<file path="src/rtl/serial_port_responder.sv">
// serial_port_responder
//
// Device-side endpoint of the processor's byte-wide serial IO interface. Bytes
// written by the processor are buffered in a TX FIFO and drained to a host-side
// valid/ready byte stream. Host bytes are buffered in an RX FIFO and presented
// to the processor for reading. Both FIFOs are first-word-fall-through.
//
// Ports:
//   clock, reset        system clock (rising edge), synchronous active-low reset
//   proc_data_out       RX FIFO head byte           (processor serial_in)
//   proc_valid_out      RX FIFO non-empty           (processor serial_valid_in)
//   proc_ready_out      TX FIFO not full            (processor serial_ready_in)
//   proc_data_in        byte from the processor     (processor serial_out)
//   proc_rden_in        pop RX head strobe          (processor serial_rden_out)
//   proc_wren_in        push proc_data_in strobe    (processor serial_wren_out)
//   host_rx_*           host -> processor byte stream (valid/ready)
//   host_tx_*           processor -> host byte stream (valid/ready)
//   rx_count, tx_count  FIFO occupancies, 0..DEPTH
//   overflow            sticky: write strobe while TX full
//   underflow           sticky: read strobe while RX empty
//   loopback_in         (SERIAL_LOOPBACK_EN only) route TX head into RX tail
//
// Build option: define SERIAL_LOOPBACK_EN to add loopback_in and the internal
// TX->RX loopback path. Without it the port and the path are absent.

module serial_port_responder #(
  parameter int unsigned DEPTH  = 16,
  parameter int unsigned ADDR_W = 4
) (
  input  logic              clock,
  input  logic              reset,
`ifdef SERIAL_LOOPBACK_EN
  input  logic              loopback_in,
`endif
  output logic [7:0]        proc_data_out,
  output logic              proc_valid_out,
  output logic              proc_ready_out,
  input  logic [7:0]        proc_data_in,
  input  logic              proc_rden_in,
  input  logic              proc_wren_in,
  input  logic [7:0]        host_rx_data_in,
  input  logic              host_rx_valid_in,
  output logic              host_rx_ready_out,
  output logic [7:0]        host_tx_data_out,
  output logic              host_tx_valid_out,
  input  logic              host_tx_ready_in,
  output logic [ADDR_W:0]   rx_count,
  output logic [ADDR_W:0]   tx_count,
  output logic              overflow,
  output logic              underflow
);

  localparam logic [ADDR_W:0]   FullCnt = (ADDR_W + 1)'(DEPTH);
  localparam logic [ADDR_W:0]   CntOne  = (ADDR_W + 1)'(1);
  localparam logic [ADDR_W-1:0] PtrOne  = ADDR_W'(1);

  // ---------------------------------------------------------------------------
  // State
  // ---------------------------------------------------------------------------

  // Cleared by reset, set on the first edge after release. Every ready/valid is
  // qualified by it so all handshake outputs read 0 while reset is applied.
  logic activeQ;

  logic [7:0]        txMem [DEPTH];
  logic [7:0]        rxMem [DEPTH];
  logic [ADDR_W-1:0] txWrQ, txRdQ;
  logic [ADDR_W-1:0] rxWrQ, rxRdQ;
  logic [ADDR_W:0]   txCntQ, txCntD;
  logic [ADDR_W:0]   rxCntQ, rxCntD;
  logic              overflowQ, underflowQ;

  // ---------------------------------------------------------------------------
  // Status decode (registered counts only)
  // ---------------------------------------------------------------------------

  logic txEmpty, txFull, rxEmpty, rxFull;
  logic [7:0] txHead, rxHead;

  assign txEmpty = (txCntQ == '0);
  assign txFull  = (txCntQ == FullCnt);
  assign rxEmpty = (rxCntQ == '0);
  assign rxFull  = (rxCntQ == FullCnt);

  assign txHead = txMem[txRdQ];
  assign rxHead = rxMem[rxRdQ];

  // ---------------------------------------------------------------------------
  // Loopback routing
  // ---------------------------------------------------------------------------

  logic loopback;  // host side is disconnected while set
  logic lbMove;    // TX head transfers to RX tail this cycle

`ifdef SERIAL_LOOPBACK_EN
  assign loopback = loopback_in;
  assign lbMove   = activeQ & loopback_in & ~txEmpty & ~rxFull;
`else
  assign loopback = 1'b0;
  assign lbMove   = 1'b0;
`endif

  // ---------------------------------------------------------------------------
  // Handshake outputs
  // ---------------------------------------------------------------------------

  assign proc_ready_out    = activeQ & ~txFull;
  assign proc_valid_out    = activeQ & ~rxEmpty;
  assign host_tx_valid_out = activeQ & ~txEmpty & ~loopback;
  assign host_rx_ready_out = activeQ & ~rxFull & ~loopback;

  // Head bytes are only meaningful with the matching valid; forcing 0 when
  // inactive keeps every output quiet during reset.
  assign proc_data_out    = activeQ ? rxHead : 8'h00;
  assign host_tx_data_out = activeQ ? txHead : 8'h00;

  assign tx_count  = txCntQ;
  assign rx_count  = rxCntQ;
  assign overflow  = overflowQ;
  assign underflow = underflowQ;

  // ---------------------------------------------------------------------------
  // Push / pop qualification
  // ---------------------------------------------------------------------------

  logic       txPush, txPop, rxPush, rxPop;
  logic [7:0] rxPushData;

  // A refused push (full) or refused pop (empty) never reaches the FIFO, so a
  // full FIFO with a pop only shrinks and an empty FIFO with a push only grows.
  assign txPush = proc_wren_in & proc_ready_out;
  assign txPop  = (host_tx_valid_out & host_tx_ready_in) | lbMove;
  assign rxPush = (host_rx_valid_in & host_rx_ready_out) | lbMove;
  assign rxPop  = proc_rden_in & proc_valid_out;

  // Host side is blocked during loopback, so the two RX sources never collide.
  assign rxPushData = lbMove ? txHead : host_rx_data_in;

  // ---------------------------------------------------------------------------
  // Occupancy next-state
  // ---------------------------------------------------------------------------

  always_comb begin
    txCntD = txCntQ;
    unique case ({txPush, txPop})
      2'b10:   txCntD = txCntQ + CntOne;
      2'b01:   txCntD = txCntQ - CntOne;
      default: txCntD = txCntQ;
    endcase
  end

  always_comb begin
    rxCntD = rxCntQ;
    unique case ({rxPush, rxPop})
      2'b10:   rxCntD = rxCntQ + CntOne;
      2'b01:   rxCntD = rxCntQ - CntOne;
      default: rxCntD = rxCntQ;
    endcase
  end

  // ---------------------------------------------------------------------------
  // Control registers
  // ---------------------------------------------------------------------------

  always_ff @(posedge clock) begin
    if (!reset) begin
      activeQ    <= 1'b0;
      txWrQ      <= '0;
      txRdQ      <= '0;
      rxWrQ      <= '0;
      rxRdQ      <= '0;
      txCntQ     <= '0;
      rxCntQ     <= '0;
      overflowQ  <= 1'b0;
      underflowQ <= 1'b0;
    end else begin
      activeQ <= 1'b1;
      if (txPush) txWrQ <= txWrQ + PtrOne;
      if (txPop)  txRdQ <= txRdQ + PtrOne;
      if (rxPush) rxWrQ <= rxWrQ + PtrOne;
      if (rxPop)  rxRdQ <= rxRdQ + PtrOne;
      txCntQ <= txCntD;
      rxCntQ <= rxCntD;
      if (proc_wren_in && txFull)  overflowQ  <= 1'b1;
      if (proc_rden_in && rxEmpty) underflowQ <= 1'b1;
    end
  end

  // ---------------------------------------------------------------------------
  // Storage (no reset; contents are qualified by the counts)
  // ---------------------------------------------------------------------------

  always_ff @(posedge clock) begin
    if (reset && txPush) txMem[txWrQ] <= proc_data_in;
    if (reset && rxPush) rxMem[rxWrQ] <= rxPushData;
  end

endmodule

</file>
<file path="config.mk">
export PLATFORM = sky130hd
export DESIGN_NAME = serial_port_responder
export DESIGN_NICKNAME = d
export VERILOG_FILES = /design/src/rtl/serial_port_responder.sv
export SDC_FILE = /design/constraint.sdc
export NUM_CORES = 1
export LEC_CHECK = 0
export ABC_AREA = 1
export BUFFER_PORTS_ARGS = -buffer_cell sky130_fd_sc_hd__buf_2
export CAP_MARGIN = 20
export CORE_ASPECT_RATIO = 0.75
export CORE_MARGIN = 2
export CORE_UTILIZATION = 55
export CTS_CLUSTER_SIZE = 20
export DETAILED_ROUTE_END_ITERATION = 7
export MAX_ROUTING_LAYER = met4
export PLACE_DENSITY = 0.72
export SLEW_MARGIN = 25
export SYNTH_ARGS = -nofsm -noshare
export SYNTH_HDL_FRONTEND = slang
export SYNTH_SLANG_ARGS = --single-unit
</file>
<file path="constraint.sdc">
create_clock -name clock -period 4.4 [get_ports clock]
set_input_delay 0.22 -clock clock [delete_from_list [all_inputs] [get_ports clock]]
set_output_delay 0.22 -clock clock [all_outputs]
set_load 0.005 [all_outputs]
</file>
==> flow_summary.json, run 1 <==
{
  "outcome": "finished clean",
  "totalWireLength_um": 25500,
  "grt_remaining_overflow": 0,
  "placementRows": 46,
  "synth_edf_count": 256,
  "crit_path_max_fanout": 33,
  "cts.sinks": 293,
  "hold_path_class": "input pin to flip-flop",
  "multi_input_area_um2": 3040,
  "cts-htree-levels": 1,
  "clk_latency_ns": 0.52,
  "avgRoutedWirePerCell_um": 19.5,
  "syn_avg_cell_area_um2": 12.4,
  "regArea_um2": 8430,
  "start_util_pct": 56.1,
  "numCtsBuffers": 27,
  "leakagePower_uw": 0.00448,
  "cts_root_buffer": "clkbuf_16",
  "area_growth_syn_to_layout_pct": 11.4,
  "tightest_slew_ns": 1.01,
  "place_congestion": 0.880,
  "drc": 0,
  "syn_nets": 999,
  "clock_skew_ns": 0.00800,
  "post-place-cells": 1256,
  "required_ns": 4.18,
  "finalMaxSlewViolations": 0,
  "clkTransAtPathRegs_ns": 0.06,
  "synthFlopType": "edfxtp_1",
  "synth_cells": 960,
  "first_iter_violations": 1026,
  "grt_first_pass_wirelength_um": 39700,
  "drive_gt1_share_pct": 12.1,
  "final_area_um2": 13200,
  "post-route-period-util_pct": 70.5,
  "finalCriticalPeriod_ns": 3.10,
  "hpwl_um": 15500,
  "grt_max_degree": 65,
  "syn_area_um2": 11900,
  "grt_pass1_vias": 7183,
  "cts_tree": "built",
  "rsz0062_at_grt": "no",
  "core_um2": 21200,
  "io_buffers": 53,
  "via_per_inst": 5.91,
  "die_w_um": 174,
  "async_flop_share_pct": 0,
  "grt_usage_pct": 22.7,
  "antenna_found_initial": 0,
  "worstPathArrival_ns": 2.88,
  "cts_buffer_depth": 3,
  "layout.nets": 1038,
  "io_pins": 54,
  "ys_ff_latch": 293,
  "finalSetupViolations": 0,
  "fill_cells": 1622,
  "power_density_nw_per_um2": 465,
  "antenna_cells": 0,
  "vdd_drop_max_uv": 258,
  "setup.worst_path.class": "flip-flop to output port",
  "ys_seq_area_share_pct": 71.0,
  "die_h_um": 131,
  "detailed_place.area_um2": 12300,
  "final_hold_viol_count": 0,
  "ys_types": 34,
  "postCtsSetupBuffers": 0,
  "finalNonFillerCells": 1307,
  "setup_tns_ns": 0,
  "utilization_pct": 62.5,
  "drt-pass1-iter-count": 5,
  "num_vias": 7719,
  "dieArea_um2": 22800,
  "critPathLaunchType": "flip-flop",
  "relSlewSlack_pct": 32.6,
  "cp-end-kind": "output port",
  "cap_violations": 0,
  "max_freq_ghz": 0.322,
  "yosysWarnings": 0,
  "ant_nets": 0
}
-- report_power, final --
group,internal [uW],switching (uW)
Sequential,3070,50.0
Clock,1320,977
Combinational,240,498
Total,4630,1530
-- final timing paths --
check | start | endpoint | slack (ns) | depth (start not counted)
min | reset | activeQ | 0.04 | 1
max reg2reg | rx_count[0] | rx_count[4] | 1.79 | 15
max | flip-flop | proc_data_out[2] | 1.30 | 7
min reg2reg | overflow | overflow | 0.47 | 2
-- final cells by class --
cell class              count  area share [%]
clock buffers              35            5.64
clock inverters            14            1.00
inverters                  49            1.41
multi-input cells         567            23.0
flip-flops and latches    293            63.7
well taps                 288            2.72
repair buffers             61            2.50
-- timing repair --
action / 4_1_cts / 5_1_grt
hold buffers: 2 / 0
resized for setup: 0 / 0
endpoints found under the hold margin: 2 / 0
-- sequential cells by signal, summed over array words and instances, names as in the netlist, named ones only --
| name | cells |
|---|---|
| rxMem | 128 |
| txMem | 128 |
| rx_count | 5 |
| tx_count | 5 |
| rxRdQ | 4 |
| rxWrQ | 4 |
| txRdQ | 4 |
| txWrQ | 4 |
| activeQ | 1 |
| overflow | 1 |
| underflow | 1 |
-- kinds of logic after synthesis --
| logic type | share of synthesized area (%) |
|---|---|
| buffers and inverters | 3.43 |
| adders and majority gates | 1.85 |
| AOI/OAI and AO/OA | 13.4 |
| xor gates and xnor gates | 0.737 |
| DFF | 71.0 |
| and+or+nand+nor | 9.60 |
-- stage by stage --
stage          power [uW]  hold slack (ns)  setup slack [ns]
2_1_floorplan        3670            0.248              2.09
3_3_place_gp         3880            0.449              1.87
3_5_place_dp         3900            0.459              1.81
4_1_cts              6170           0.0178              1.33
5_1_grt              6390           0.0402              1.09
6_report             6150           0.0416              1.30
-- metal layers --
metal  vias to the layer above  global-route usage [%]  wire length (um)
li1                       3611                       -                 -
met1                      3752                    35.3             11900
met2                       321                    32.1             11100
met3                        35                    3.33              2090
met4                         0                    4.67               376
met5                         -                       -                 0
-- synthesized netlist by cell type (2+ instances only) --
master | n | area (um^2)
o22ai_1 | 19 | 119
xor2_1 | 5 | 43.8
nand2_1 | 36 | 135
o211ai_1 | 20 | 150
inv_1 | 44 | 165
o21ai_0 | 140 | 701
edfxtp_1 | 256 | 7690
o21ai_1 | 5 | 25.0
nor2_1 | 184 | 691
dfxtp_1 | 37 | 741
nand4_1 | 4 | 25.0
nand3_2 | 3 | 30.0
nor2_2 | 4 | 25.0
nor3_1 | 5 | 25.0
inv_2 | 4 | 15.0
clkbuf_1 | 34 | 128
buf_2 | 13 | 65.1
nand3_1 | 28 | 140
ha_1 | 16 | 200
xnor2_1 | 5 | 43.8
a21oi_1 | 37 | 185
a211oi_1 | 2 | 15.0
o221ai_1 | 45 | 394
buf_4 | 2 | 15.0
nand2_2 | 3 | 18.8
-- worst max-delay path, cell delays in order (launching register included) --
cell	delay (ns)
dfxtp_1	0.30
buf_4	0.24
inv_1	0.76
o21ai_0	0.30
o221ai_1	0.26
nand3_1	0.10
a21oi_1	0.24
buf_2	0.17
-- cell usage in the layout, fill, tap and decap left out, types with 6 or more instances in the layout --
cell	n
o21ai_0	140
nor2_1	184
clkbuf_16	27
o22ai_1	19
buf_2	53
inv_1	44
o221ai_1	45
nand3_1	28
clkinv_2	10
buf_4	6
dfxtp_1	35
o211ai_1	20
nand2_1	36
edfxtp_1	256
ha_1	16
a21oi_1	37
Note: power is estimated with default switching activity, not from simulation.
==> run 2, diff against run 1 <==
--- a/config.mk
+++ b/config.mk
@@ -14,7 +14,7 @@
 export CTS_CLUSTER_SIZE = 20
 export DETAILED_ROUTE_END_ITERATION = 7
 export MAX_ROUTING_LAYER = met4
-export PLACE_DENSITY = 0.72
+export PLACE_DENSITY = 0.75
 export SLEW_MARGIN = 25
 export SYNTH_ARGS = -nofsm -noshare
 export SYNTH_HDL_FRONTEND = slang
==> constraint.sdc (replaced) <==
create_clock -name clock -period 2.5 [get_ports clock]
set_input_delay 0.125 -clock clock [delete_from_list [all_inputs] [get_ports clock]]
set_output_delay 0.125 -clock clock [all_outputs]
set_load 0.005 [all_outputs]
==> flow_summary.json, run 2 (same netlist as run 1, synthesis figures left out) <==
{
  "cts.sinks": 293,
  "detailed_place.area_um2": 12700,
  "io_buffers": 53,
  "core_um2": 21200,
  "via_per_inst": 5.86,
  "die_h_um": 131,
  "clk_latency_ns": 0.54,
  "grt_first_pass_wirelength_um": 41400,
  "cap_violations": 0,
  "worstPathArrival_ns": 2.23,
  "ant_nets": 0,
  "die_w_um": 174,
  "finalSetupViolations": 0,
  "setup.worst_path.class": "flip-flop to output port",
  "cts-htree-levels": 1,
  "area_growth_syn_to_layout_pct": 16.8,
  "reg2reg_from": "rx_count[3]",
  "final_area_um2": 13900,
  "setup_tns_ns": 0,
  "grtUsageMet2_pct": 33.1,
  "drc": 0,
  "place_ws_ns": 0.0607,
  "final_hold_viol_count": 0,
  "crit_path_max_fanout": 25,
  "vdd_drop_max_uv": 509,
  "tightest_slew_ns": 0.839,
  "utilization_pct": 65.5,
  "clock_skew_ns": 0.0154,
  "outcome": "finished clean",
  "cts_root_buffer": "clkbuf_16",
  "start_util_pct": 56.1,
  "num_vias": 8067,
  "reg2reg_depth": 15,
  "drt-pass1-iter-count": 5,
  "totalWireLength_um": 26200,
  "clkTransAtPathRegs_ns": 0.06,
  "max_freq_ghz": 0.425,
  "dieArea_um2": 22800,
  "antenna_found_initial": 0,
  "cts_tree": "built",
  "p_total_uw": 11100,
  "final_cell_mix": "edfxtp_1, nor2_1, o21ai_0",
  "drive_gt1_share_pct": 16.3,
  "avgRoutedWirePerCell_um": 19.1,
  "numCtsBuffers": 28,
  "finalCriticalPeriod_ns": 2.35,
  "grt_max_degree": 55,
  "cts_buffer_depth": 3,
  "r2r-end": "rx_count[4]",
  "layout_commonest_cell": "edfxtp_1",
  "post-route-period-util_pct": 94.1,
  "io_pins": 54,
  "grt_remaining_overflow": 0,
  "layout.nets": 1106,
  "place_congestion": 0.866,
  "relSlewSlack_pct": 43.9,
  "finalMaxSlewViolations": 0,
  "antenna_cells": 0,
  "r2r_slack_ns": 0.18,
  "critPathLaunchType": "flip-flop",
  "met3_usage_pct": 3.04,
  "rsz0062_at_grt": "yes",
  "crit_path_end": "host_tx_data_out[1]",
  "grt_usage_pct": 23.3,
  "reg.largest.list": "rxMem: 128 flops, txMem: 128 flops",
  "first_iter_violations": 986,
  "cp-end-kind": "output port",
  "hpwl_um": 16500,
  "leakagePower_uw": 0.00483,
  "hold_path_class": "input pin to flip-flop",
  "placementRows": 46,
  "grt_use_met1_pct": 35.8,
  "grt_pass1_vias": 7705,
  "postCtsSetupBuffers": 0,
  "power_density_nw_per_um2": 797,
  "timing.final.ws_setup_ns": 0.147,
  "grt.busiest_layer": "met1",
  "required_ns": 2.38
}
[run 2: cell types whose count changed in the layout (fill, tap and decap cells not counted), sizes merged]
cell / change
buf: +49
dlygate4sd3: +17
clkbuf: +1
clkinv: +1
clkinvlp: +1
inv: +1
[run 2: layout make-up]
class / count / area (um^2)
Tap cell: 288 / 360
Timing Repair Buffer: 128 / 910
Clock buffer: 35 / 768
Inverter: 49 / 186
Clock inverter: 17 / 145
Fill cell: 1553 / 7310
Sequential cell: 293 / 8440
Multi-Input combinational cell: 567 / 3070
[run 2: timing repair]
item                       in CTS  in global routing
resized for setup               1                 10
hold buffers                   19                  0
setup endpoints to repair       1                 14
gates cloned                    0                  1
pin swaps                       0                  1
hold endpoints to repair      260                  0
[run 2: worst min path at each step]
stage	from	to	slack, ns	cells past startpoint
floorplan	reset	activeQ	0.15	0
global placement	proc_rden_in	underflow	0.43	3
detailed placement	proc_rden_in	underflow	0.43	3
CTS	reset	activeQ	0.01	2
global route	reset	activeQ	0.02	2
finish	reset	activeQ	0.02	2
[run 2: critical path, cell delays in order (launching register included)]
cell and delay, ns:
dfxtp_4 0.50, buf_4 0.32, o21ai_0 0.15, o221ai_1 0.21
nand3_1 0.12, a21oi_1 0.23, buf_2 0.16
[run 2: layer usage]
layer  vias up  routed length, um
li1       3750                  -
met1      3892              12100
met2       381              11500
met3        44               2120
met4         0                548
met5         -                  0
[run 2: metrics by stage]
step,std cells,hold slack [ns]
floorplan,960,0.153
global placement,1305,0.433
detailed placement,1305,0.430
CTS,1376,0.0130
global route,1377,0.0162
finish,1377,0.0209
[run 2: where the power goes]
part	switching, uW	internal (uW)
Clock	1760	2390
Combinational	863	510
Sequential	130	5400
==> run 3, diff against run 2 <==
--- a/config.mk
+++ b/config.mk
@@ -15,6 +15,7 @@
 export DETAILED_ROUTE_END_ITERATION = 7
 export MAX_ROUTING_LAYER = met4
 export PLACE_DENSITY = 0.75
+export SETUP_SLACK_MARGIN = 0.5
 export SLEW_MARGIN = 25
 export SYNTH_ARGS = -nofsm -noshare
 export SYNTH_HDL_FRONTEND = slang
==> flow_summary.json, run 3 (same netlist as run 1, synthesis figures left out) <==
{
  "antenna_cells": 0,
  "critPathLaunchType": "flip-flop",
  "finalMaxSlewViolations": 0,
  "totalWireLength_um": 34400,
  "final_cell_mix": "edfxtp_1, nor2_1, o21ai_0",
  "drt-pass1-iter-count": 7,
  "max_freq_ghz": 0.423,
  "clock_skew_ns": 0.0240,
  "avgRoutedWirePerCell_um": 24.0,
  "grt_pass1_vias": 8465,
  "cts_buffer_depth": 3,
  "leakagePower_uw": 0.00541,
  "cts_tree": "built",
  "worstPathArrival_ns": 2.24,
  "finalCriticalPeriod_ns": 2.37,
  "multi_input_area_um2": 3740,
  "ant_nets": 0,
  "numCtsBuffers": 28,
  "p_sw_share_pct": 27.2,
  "grt_first_pass_wirelength_um": 45900,
  "via_per_inst": 6.46,
  "hold_path_class": "input pin to flip-flop",
  "power.switching_uw": 3250,
  "grt_remaining_overflow": 0,
  "cap_violations": 0,
  "vdd_drop_max_uv": 587,
  "crit_path_max_fanout": 6,
  "relSlewSlack_pct": 27.9,
  "regArea_um2": 8460,
  "combPwrFrac_pct": 20.3,
  "io_pins": 54,
  "finalSetupViolations": 0,
  "post-route-period-util_pct": 94.6,
  "clk_latency_ns": 0.55,
  "area_growth_syn_to_layout_pct": 31.1,
  "required_ns": 2.38,
  "fill_cells": 1191,
  "antenna_found_initial": 0,
  "seqPwrFrac_pct": 46.3,
  "num_vias": 9251,
  "setup_tns_ns": 0,
  "dieArea_um2": 22800,
  "tightest_slew_ns": 1.08,
  "cp-end-kind": "output port",
  "grt_max_degree": 33,
  "cts_root_buffer": "clkbuf_16",
  "whs_ns": 0.115,
  "grt_usage_pct": 26.1,
  "core_um2": 21200,
  "layout_commonest_cell": "edfxtp_1",
  "io_buffers": 53,
  "cts.sinks": 293,
  "drive_gt1_share_pct": 32.1,
  "hpwl_um": 16200,
  "layout.nets": 1164,
  "pwr-share-clk_pct": 33.4,
  "place_congestion": 0.873,
  "placementRows": 46,
  "p_int_uw": 8710,
  "clkTransAtPathRegs_ns": 0.06,
  "power_density_nw_per_um2": 768,
  "start_util_pct": 56.1,
  "rsz0062_at_grt": "yes",
  "first_iter_violations": 1706,
  "outcome": "finished clean",
  "drc": 0,
  "reg.largest.list": "rxMem: 128 flops, txMem: 128 flops",
  "die_h_um": 131,
  "final_hold_viol_count": 0,
  "setup.worst_path.class": "flip-flop to output port",
  "die_w_um": 174,
  "cts-htree-levels": 1,
  "r2r_slack_ns": 0.24
}
## run 3: final cells by class
type	instances	share of cell area, %
clock buffer	37	5.05
clock inverter	13	0.370
inverter	49	1.39
multi-input combinational	567	24.0
sequential	293	54.3
tap	288	2.31
timing repair buffer	184	12.4
timing repair inverter	2	0.112
## run 3: routing by layer
| metal | GRT usage, % | routed length, um | up-vias |
|---|---|---|---|
| li1 | - | - | 3884 |
| met1 | 38.0 | 13100 | 4484 |
| met4 | 5.46 | 882 | 0 |
| met2 | 39.2 | 16100 | 780 |
| met3 | 4.51 | 4410 | 103 |
| met5 | - | 0 | - |
## run 3: final timing paths
kind | cells past startpoint | start | end
setup reg to reg | 15 | rx_count[0] | rx_count[4]
setup / recovery | 8 | flip-flop | proc_data_out[4]
hold / removal | 5 | host_tx_ready_in | txRdQ[0]
hold reg to reg | 2 | overflow | overflow
## run 3: power by group through the flow
| stage | clock (uW) | combinational (uW) | sequential, uW |
|---|---|---|---|
| after floorplan | 0 | 914 | 5590 |
| after global placement | 0 | 1300 | 5610 |
| after detailed placement | 0 | 1330 | 5620 |
| after CTS | 3930 | 1790 | 5520 |
| after global routing | 4190 | 2580 | 5540 |
| final | 4000 | 2420 | 5540 |
## run 3: worst max-delay path, cell delays in order, from the launching register on
cell and delay [ns]:
dfxtp_4 0.41, buf_6 0.13, buf_6 0.12, buf_8 0.13
o21ai_0 0.26, o22ai_1 0.14, o211ai_1 0.23, a21oi_2 0.10
buf_2 0.18
## run 3: stage by stage
step	utilization (%)	setup slack [ns]	power, uW	cell area [um^2]	cells
after CTS	68.4	0.333	11200	14500	1397
final	73.5	0.135	12000	15600	1433
after floorplan	-	0.396	6500	11900	960
after global routing	73.5	0.0516	12300	15600	1433
after detailed placement	60.3	0.210	6950	12800	1302
after global placement	60.3	0.253	6910	12800	1302
## run 3: what timing repair did
action | CTS | global route
gates resized for setup | 118 | 189
pin swaps | 62 | 110
hold buffers | 18 | 1
setup endpoints to repair | 23 | 23
endpoints found under the hold margin | 246 | 6
cloned | 10 | 10
setup buffers | 17 | 25
